## src/rtl/pipe_hazard_ctrl.sv

```systemverilog
// Hazard and pipeline-control unit for a 5-stage pipeline (IF, ID, EX, MEM, WB).
// Keeps a shadow copy of per-stage control state and derives stall, bubble,
// flush and forwarding selects from it in the same cycle.
module pipe_hazard_ctrl #(
  parameter int RA_W       = 2,
  parameter int JUMP_STAGE = 3,  // 2 = EX, 3 = MEM
  parameter int FWD_EN     = 1,
  parameter int CNT_W      = 8
) (
  input  logic            clock,
  input  logic            reset,
  input  logic [RA_W-1:0] id_rs_a,
  input  logic            id_rs_a_used,
  input  logic [RA_W-1:0] id_rs_b,
  input  logic            id_rs_b_used,
  input  logic [RA_W-1:0] id_rd,
  input  logic            id_wr,
  input  logic            id_rm,
  input  logic            jump_taken,
  output logic            pc_en,
  output logic            ifid_en,
  output logic            idex_bubble,
  output logic            flush_ifid,
  output logic            flush_idex,
  output logic            flush_exmem,
  output logic [1:0]      fwd_a,
  output logic [1:0]      fwd_b,
  output logic [3:0]      stage_valid,
  output logic [CNT_W-1:0] stall_cnt,
  output logic [CNT_W-1:0] flush_cnt
);

  typedef struct packed {
    logic            valid;
    logic [RA_W-1:0] rd;
    logic            wr;
    logic            rm;
    logic [RA_W-1:0] rs_a;
    logic            rs_a_used;
    logic [RA_W-1:0] rs_b;
    logic            rs_b_used;
  } slot_t;

  logic  id_valid;
  slot_t id_slot, ex_slot, mem_slot, wb_slot;
  logic  hit_ex, hit_mem, hit_wb;
  logic  stall_req, jump_ok, jump, stall;

  // Producer in slot s writes register r.
  function automatic logic match(input slot_t s, input logic [RA_W-1:0] r);
    return s.valid & s.wr & (s.rd == r);
  endfunction

  // Forwarding select for one EX operand; MEM wins over WB as the younger producer.
  function automatic logic [1:0] fwd_sel(input logic [RA_W-1:0] r, input logic used,
                                         input slot_t m, input slot_t w);
    logic [1:0] sel;
    sel = 2'b00;
    if (used) begin
      if (match(m, r) && !m.rm) sel = 2'b01;
      else if (match(w, r))     sel = 2'b10;
    end
    return sel;
  endfunction

  // Only the valid bit of ID is registered; its fields come straight from decode.
  always_comb begin
    id_slot = '{valid: id_valid, rd: id_rd, wr: id_wr, rm: id_rm,
                rs_a: id_rs_a, rs_a_used: id_rs_a_used,
                rs_b: id_rs_b, rs_b_used: id_rs_b_used};
  end

  // RAW detection for the ID instruction, then jump-over-stall arbitration.
  always_comb begin
    hit_ex  = (id_rs_a_used & match(ex_slot,  id_rs_a)) | (id_rs_b_used & match(ex_slot,  id_rs_b));
    hit_mem = (id_rs_a_used & match(mem_slot, id_rs_a)) | (id_rs_b_used & match(mem_slot, id_rs_b));
    hit_wb  = (id_rs_a_used & match(wb_slot,  id_rs_a)) | (id_rs_b_used & match(wb_slot,  id_rs_b));
    if (FWD_EN != 0) stall_req = hit_ex & ex_slot.rm;
    else             stall_req = hit_ex | hit_mem | hit_wb;
    jump_ok = (JUMP_STAGE == 3) ? mem_slot.valid : ex_slot.valid;
    jump    = jump_taken & jump_ok;
    stall   = stall_req & ~jump;
  end

  // Control outputs; everything is held quiet while reset is high.
  always_comb begin
    pc_en       = ~reset & ~stall;
    ifid_en     = ~reset & ~stall;
    idex_bubble = ~reset & stall;
    flush_ifid  = ~reset & jump;
    flush_idex  = ~reset & jump;
    flush_exmem = ~reset & jump & (JUMP_STAGE == 3);
    fwd_a       = 2'b00;
    fwd_b       = 2'b00;
    if (FWD_EN != 0 && !reset) begin
      fwd_a = fwd_sel(ex_slot.rs_a, ex_slot.rs_a_used, mem_slot, wb_slot);
      fwd_b = fwd_sel(ex_slot.rs_b, ex_slot.rs_b_used, mem_slot, wb_slot);
    end
    stage_valid = {wb_slot.valid, mem_slot.valid, ex_slot.valid, id_valid};
  end

  // Shadow pipeline advance: jump squashes younger slots, stall inserts a bubble into EX.
  always_ff @(posedge clock) begin
    if (reset) begin
      id_valid <= 1'b0;
      ex_slot  <= '0;
      mem_slot <= '0;
      wb_slot  <= '0;
    end else if (jump) begin
      id_valid <= 1'b0;
      ex_slot  <= '0;
      mem_slot <= (JUMP_STAGE == 3) ? '0 : ex_slot;
      wb_slot  <= mem_slot;
    end else if (stall) begin
      ex_slot  <= '0;
      mem_slot <= ex_slot;
      wb_slot  <= mem_slot;
    end else begin
      id_valid <= 1'b1;
      ex_slot  <= id_slot;
      mem_slot <= ex_slot;
      wb_slot  <= mem_slot;
    end
  end

  // Saturating debug counters for stall and jump cycles.
  always_ff @(posedge clock) begin
    if (reset) begin
      stall_cnt <= '0;
      flush_cnt <= '0;
    end else begin
      if (stall && stall_cnt != '1) stall_cnt <= stall_cnt + CNT_W'(1);
      if (jump  && flush_cnt != '1) flush_cnt <= flush_cnt + CNT_W'(1);
    end
  end

  // Source fields of MEM/WB and WB.rm are kept for debug visibility only.
  logic unused_fields;
  assign unused_fields = ^{mem_slot.rs_a, mem_slot.rs_a_used, mem_slot.rs_b, mem_slot.rs_b_used,
                           wb_slot.rs_a, wb_slot.rs_a_used, wb_slot.rs_b, wb_slot.rs_b_used,
                           wb_slot.rm};

endmodule
```

## config.mk

```make
export PLATFORM = sky130hd
export DESIGN_NAME = pipe_hazard_ctrl
export DESIGN_NICKNAME = d
export VERILOG_FILES = /design/src/rtl/pipe_hazard_ctrl.sv
export SDC_FILE = /design/constraint.sdc
export NUM_CORES = 1
export LEC_CHECK = 0
export CAP_MARGIN = 40
export CORE_MARGIN = 4
export CORE_UTILIZATION = 35
export DETAILED_ROUTE_END_ITERATION = 8
export GPL_TIMING_DRIVEN = 0
export HOLD_SLACK_MARGIN = 0.1
export PLACE_DENSITY_LB_ADDON = 0.2
export SLEW_MARGIN = 20
export SYNTH_ARGS = -nofsm -noshare
export SYNTH_HDL_FRONTEND = slang
export SYNTH_SLANG_ARGS = --single-unit
```

## constraint.sdc

```tcl
create_clock -name clock -period 2 [get_ports clock]
set_input_delay 0.4 -clock clock [delete_from_list [all_inputs] [get_ports clock]]
set_output_delay 0.4 -clock clock [all_outputs]
set_load 0.005 [all_outputs]
```

* Word-level counts from Yosys, hierarchy flattened
Index checks and enable logic that the tools add are counted.
** Storage, ports and cells
- Register bits :: 37
- Word-level logic and storage cells :: 64
- Input bits :: 13
** Operators by class
- Equal/unequal tests :: 8
- Multiplexer cells :: 8
- Reductions and logical operators :: 7
- Bitwise operators :: 21
- Add/subtract/negate cells :: 2
** Operator list (count)
- AND 1 bit :: 17
- adder 8 x 1 -> 8 bit, second input constant :: 2
- two-way mux 2 bit :: 8
- != test 8 bit, second input constant :: 2
- == test 2 bit :: 6
- logical AND 1 bit :: 4
- NOT 1 bit :: 3
- OR reduction 3 bit :: 1
- OR reduction 2 bit :: 1
- logical NOT 1 bit :: 1
- bitwise OR 1 bit :: 1

* Longest topological paths before layout
Gate-level depths: netlist of the first run.
- Depth in word-level cells :: 8
- Gate-level depth with buffers :: 6
- Gate-level depth less buffers :: 6

* Worst setup path before layout of the first run
OpenSTA, ideal clock, no wires.
- Kind :: input to output
- Start point :: input port id_rs_a[0]
- End point :: output port pc_en
- Slack :: 0.203 ns
- Arrival time :: 1.397 ns
- Stages on the path :: 5
- Path buffers :: 1
- Cell sequence :: xnor2_2 -> nand4_2 -> o32ai_2 -> nor2_1 -> buf_4
** Between the ends
- Word-level cells in the longest chain between the ends :: 8
** Ends and longest elaborated chain
- start: declaration :: RTL line 12 : input logic [RA_W-1:0] id_rs_a,
- == test 2 bit :: RTL line 51 : return s.valid & s.wr & (s.rd == r);
- AND 1 bit :: RTL line 51
- AND 1 bit :: RTL line 75 : hit_ex = (id_rs_a_used & match(ex_slot, id_rs_a)) | (id_rs_b_used & match(ex_slot, id_rs_b));
- bitwise OR 1 bit :: RTL line 75
- AND 1 bit :: RTL line 78 : if (FWD_EN != 0) stall_req = hit_ex & ex_slot.rm;
- AND 1 bit :: RTL line 82 : stall = stall_req & ~jump;
- NOT 1 bit
- AND 1 bit
- end: declaration :: RTL line 20 : output logic pc_en,
No other way between the ends.

* Worst setup path after layout of the first run
- Start point :: register ex_slot[9] in the netlist's numbering
- End point :: output port pc_en
** Between the ends
- Word-level cells in the longest chain between the ends :: 8
- Elaborated cells on any way between the ends :: 11
- Classes of those cells :: 2 x eq/ne; 9 x bitwise
** Ends and longest elaborated chain
- start: declaration :: RTL line 45 : slot_t id_slot, ex_slot, mem_slot, wb_slot;
- start signal: assignment :: RTL line 120 : ex_slot <= id_slot;
- == test 2 bit :: RTL line 51
- AND 1 bit :: RTL line 51
- AND 1 bit :: RTL line 75
- bitwise OR 1 bit (*) :: RTL line 75
- AND 1 bit (*) :: RTL line 78
- AND 1 bit (*) :: RTL line 82
- NOT 1 bit (*) :: RTL line 87 : pc_en = ~reset & ~stall;
- AND 1 bit (*) :: RTL line 87
Mark *: on every way between the ends. The rest lies on a longest branch, timed or not.

==> results of run 1 <==
## cell families after synthesis
group,share of synthesized area
flops,0.449
fa+ha+maj,0.0152
xor+xnor,0.105
compound gates,0.0933
simple gates,0.279
mux,0.0129
buf+inv,0.0455
## cell usage after synthesis, types with 2 or more instances
master and number:
sky130_fd_sc_hd__a21oi_1 4, sky130_fd_sc_hd__a41oi_1 2, sky130_fd_sc_hd__and2_1 8, sky130_fd_sc_hd__and3_1 11, sky130_fd_sc_hd__and3_2 2, sky130_fd_sc_hd__buf_4 7, sky130_fd_sc_hd__clkbuf_1 5, sky130_fd_sc_hd__dfxtp_1 37
sky130_fd_sc_hd__ha_1 2, sky130_fd_sc_hd__nand2_1 8, sky130_fd_sc_hd__nand2b_1 3, sky130_fd_sc_hd__nand3_1 7, sky130_fd_sc_hd__nand4_1 3, sky130_fd_sc_hd__nand4b_1 3, sky130_fd_sc_hd__nor2_1 17, sky130_fd_sc_hd__nor2b_1 5
sky130_fd_sc_hd__nor3_1 3, sky130_fd_sc_hd__nor3b_1 2, sky130_fd_sc_hd__nor4b_1 3, sky130_fd_sc_hd__o21ai_0 2, sky130_fd_sc_hd__or3_1 2, sky130_fd_sc_hd__xnor2_1 10, sky130_fd_sc_hd__xor2_1 8
## worst paths after layout
| kind | start | to | slack, ps | cells after the start |
|---|---|---|---|---|
| max | ex_slot[9] | pc_en | 30 | 7 |
| min | id_rs_b[1] | ex_slot[2] | 450 | 2 |
| max reg2reg | ex_slot[9] | stall_cnt[5] | 60 | 8 |
| min reg2reg | mem_slot[7] | wb_slot[7] | 460 | 1 |
## timing repair
action	CTS	global route
resized for setup	59	9
cloned	0	0
buffers inserted	17	0
setup endpoints to repair	13	7
pin swaps	15	5
## sequential cells by signal, indices dropped and copies added (netlist names)
register	cells
id_valid	1
flush_cnt	8
stage_valid	2
jump_ok	1
mem_slot	4
stall_cnt	8
ex_slot	10
wb_slot	3
## where the power goes
part	internal (mW)	switching, mW	total [mW]
combinational	0.0882	0.0605	0.149
sequential	0.757	0.0220	0.779
clock	0.311	0.257	0.568
total	1.16	0.339	1.50
## final cells by class
| class | instances | area, sq um |
|---|---|---|
| Sequential cell | 37 | 749 |
| Clock inverter | 1 | 5.00 |
| Tap cell | 52 | 65.1 |
| Inverter | 1 | 3.75 |
| Multi-Input combinational cell | 123 | 955 |
| Timing Repair Buffer | 57 | 499 |
| Fill cell | 414 | 1980 |
| Clock buffer | 7 | 96.3 |
| Buffer | 12 | 88.8 |
## critical path: stages, from the launching register on
cell and delay [ps]:
sky130_fd_sc_hd__dfxtp_4 380, sky130_fd_sc_hd__xor2_4 160, sky130_fd_sc_hd__nand3b_1 180, sky130_fd_sc_hd__buf_4 160, sky130_fd_sc_hd__o32ai_4 110, sky130_fd_sc_hd__nor2_2 60
sky130_fd_sc_hd__buf_4 130, sky130_fd_sc_hd__buf_6 100
## layer usage
metal  track usage  vias up  part of all wire
li1              -      727                 -
met1         0.161      632              0.43
met2         0.224       44              0.48
met3        0.0363        9             0.061
met4        0.0707        0             0.023
met5             0        -                 0
==> reports/metrics.cfg, run 1 <==
[synth]
yosysSeqAreaShare = 0.449
synth_area_leader_cell = sky130_fd_sc_hd__dfxtp_1
synth_top_area_share = 0.449
total_standard_cell_area_after_synthesis_sq_um = 1650
synth_edf_count = 0
synthArstFlopShare = 0
synth_cells = 173
synth.area.top_cells = sky130_fd_sc_hd__dfxtp_1 45%, sky130_fd_sc_hd__xnor2_1 5.3%, sky130_fd_sc_hd__xor2_1 4.2%
postSynth.topFlopCell = sky130_fd_sc_hd__dfxtp_1
synth_cell_type_count = 42
net_count_of_the_mapped_netlist = 188
ys_seq_elements = 37
yosys_warnings = 0
syn-mean-instance-area_sq_um = 9.54

[sta]
hold_viol = 0
final_slew_violations = 0
finalClockSkew_ps = 5.18
worst_hold_slack_ps = 450
final_critical_path_setup_slack_ps = 33.4
fin_crit_sh = 0.983
slew_headroom = 0.669
final.min_clock_period_ps = 1970
worstMarginPinSlew_ps = 490
rsz0062_at_grt = yes
achievable-frequency_ghz = 0.508
report.final.setup_viol = 0
totalNegativeSetupSlack_ps = 0

[clock_tree]
clk_transition_reported_paths_ps = 70
cts.htree.levels = 2
clock_latency_ps = 290
clock_sink_count = 37
cts_inserted_buffers = 5
postCtsHoldBufs = 0
ctsRootBufferMaster = sky130_fd_sc_hd__clkbuf_8
tritoncts = yes
max-clock-path-buffers = 2

[place]
globalplace.congestion = 0.818
numPortBuffers = 42
post_dp_cell_area_sq_um = 2140
place_worst_setup_slack_ps = -971
placed_cells = 267
post-dp-hpwl_microns = 2760

[floorplanning]
dieArea_sq_um = 5880
die_x_microns = 76.7
vertical_die_dimension_microns = 76.7
placementRows = 24
core_area_sq_um = 4440
initial_core_util = 0.371
io_pins = 43

[routing]
number_of_vias_per_cell_after_detailed_routing = 4.87
first_iter_violations = 74
drt_pass1_iterations = 4
drt_drc_violations_left = 0
routed_wire_length_per_instance_microns = 13.1
antenna_violating_nets_post_route = 0
vias = 1412
detail_route.wirelength_microns = 3800

[worst_setup_path]
crit_fanout = 3
crit_type = flip-flop to output port
crit_path_start_kind = flip-flop
worstPathArrival_ps = 1570
cp_data_required_time_ps = 1600
worst_setup_path_end_kind = output port

[finish]
final_util = 0.554
area_delta_synth_final_pct = 49.2
insertedDiodeCount = 0
most_frequent_cells_in_the_layout = 34 x sky130_fd_sc_hd__dfxtp_1, 25 x sky130_fd_sc_hd__clkdlybuf4s50_1, 22 x sky130_fd_sc_hd__buf_4, 15 x sky130_fd_sc_hd__nor2_1, 11 x sky130_fd_sc_hd__and3_1
design_area_sq_um = 2460
most_common_library_cell_in_the_layout_ignoring_fill_and_taps = sky130_fd_sc_hd__dfxtp_1
final_cells = 290
design.final.nets = 252
proportion_of_layout_cells_with_a_drive_suffix_above_1 = 0.273

[power_and_ir_drop]
vdd_ir_drop_max_uv = 388
p_total_mw = 1.50
leakage_power_nw = 0.970
cellPowerDensity_nw_per_um2 = 608

[flow_run]
cap_viol_max_count = 0

[global_route]
grt-ovfl-total = 0
maximum_number_of_pins_on_one_net_before_global_route_repair = 12
grt_util_all_layers = 0.136
grt_antenna_before_repair = 0
grt_pass1_vias = 1401
grt_pass1_wl_microns = 6460

[hold_path]
worst_hold_path_type = input port to flip-flop

[outcome]
run_status = completed

No activity file was read; power rests on OpenSTA's default activity.
==> run 2: changes to the inputs <==
Settings changed: SLEW_MARGIN 20 to 0.
==> results of run 2 <==
Final layout, timing and power as in run 1 (identical DEF).
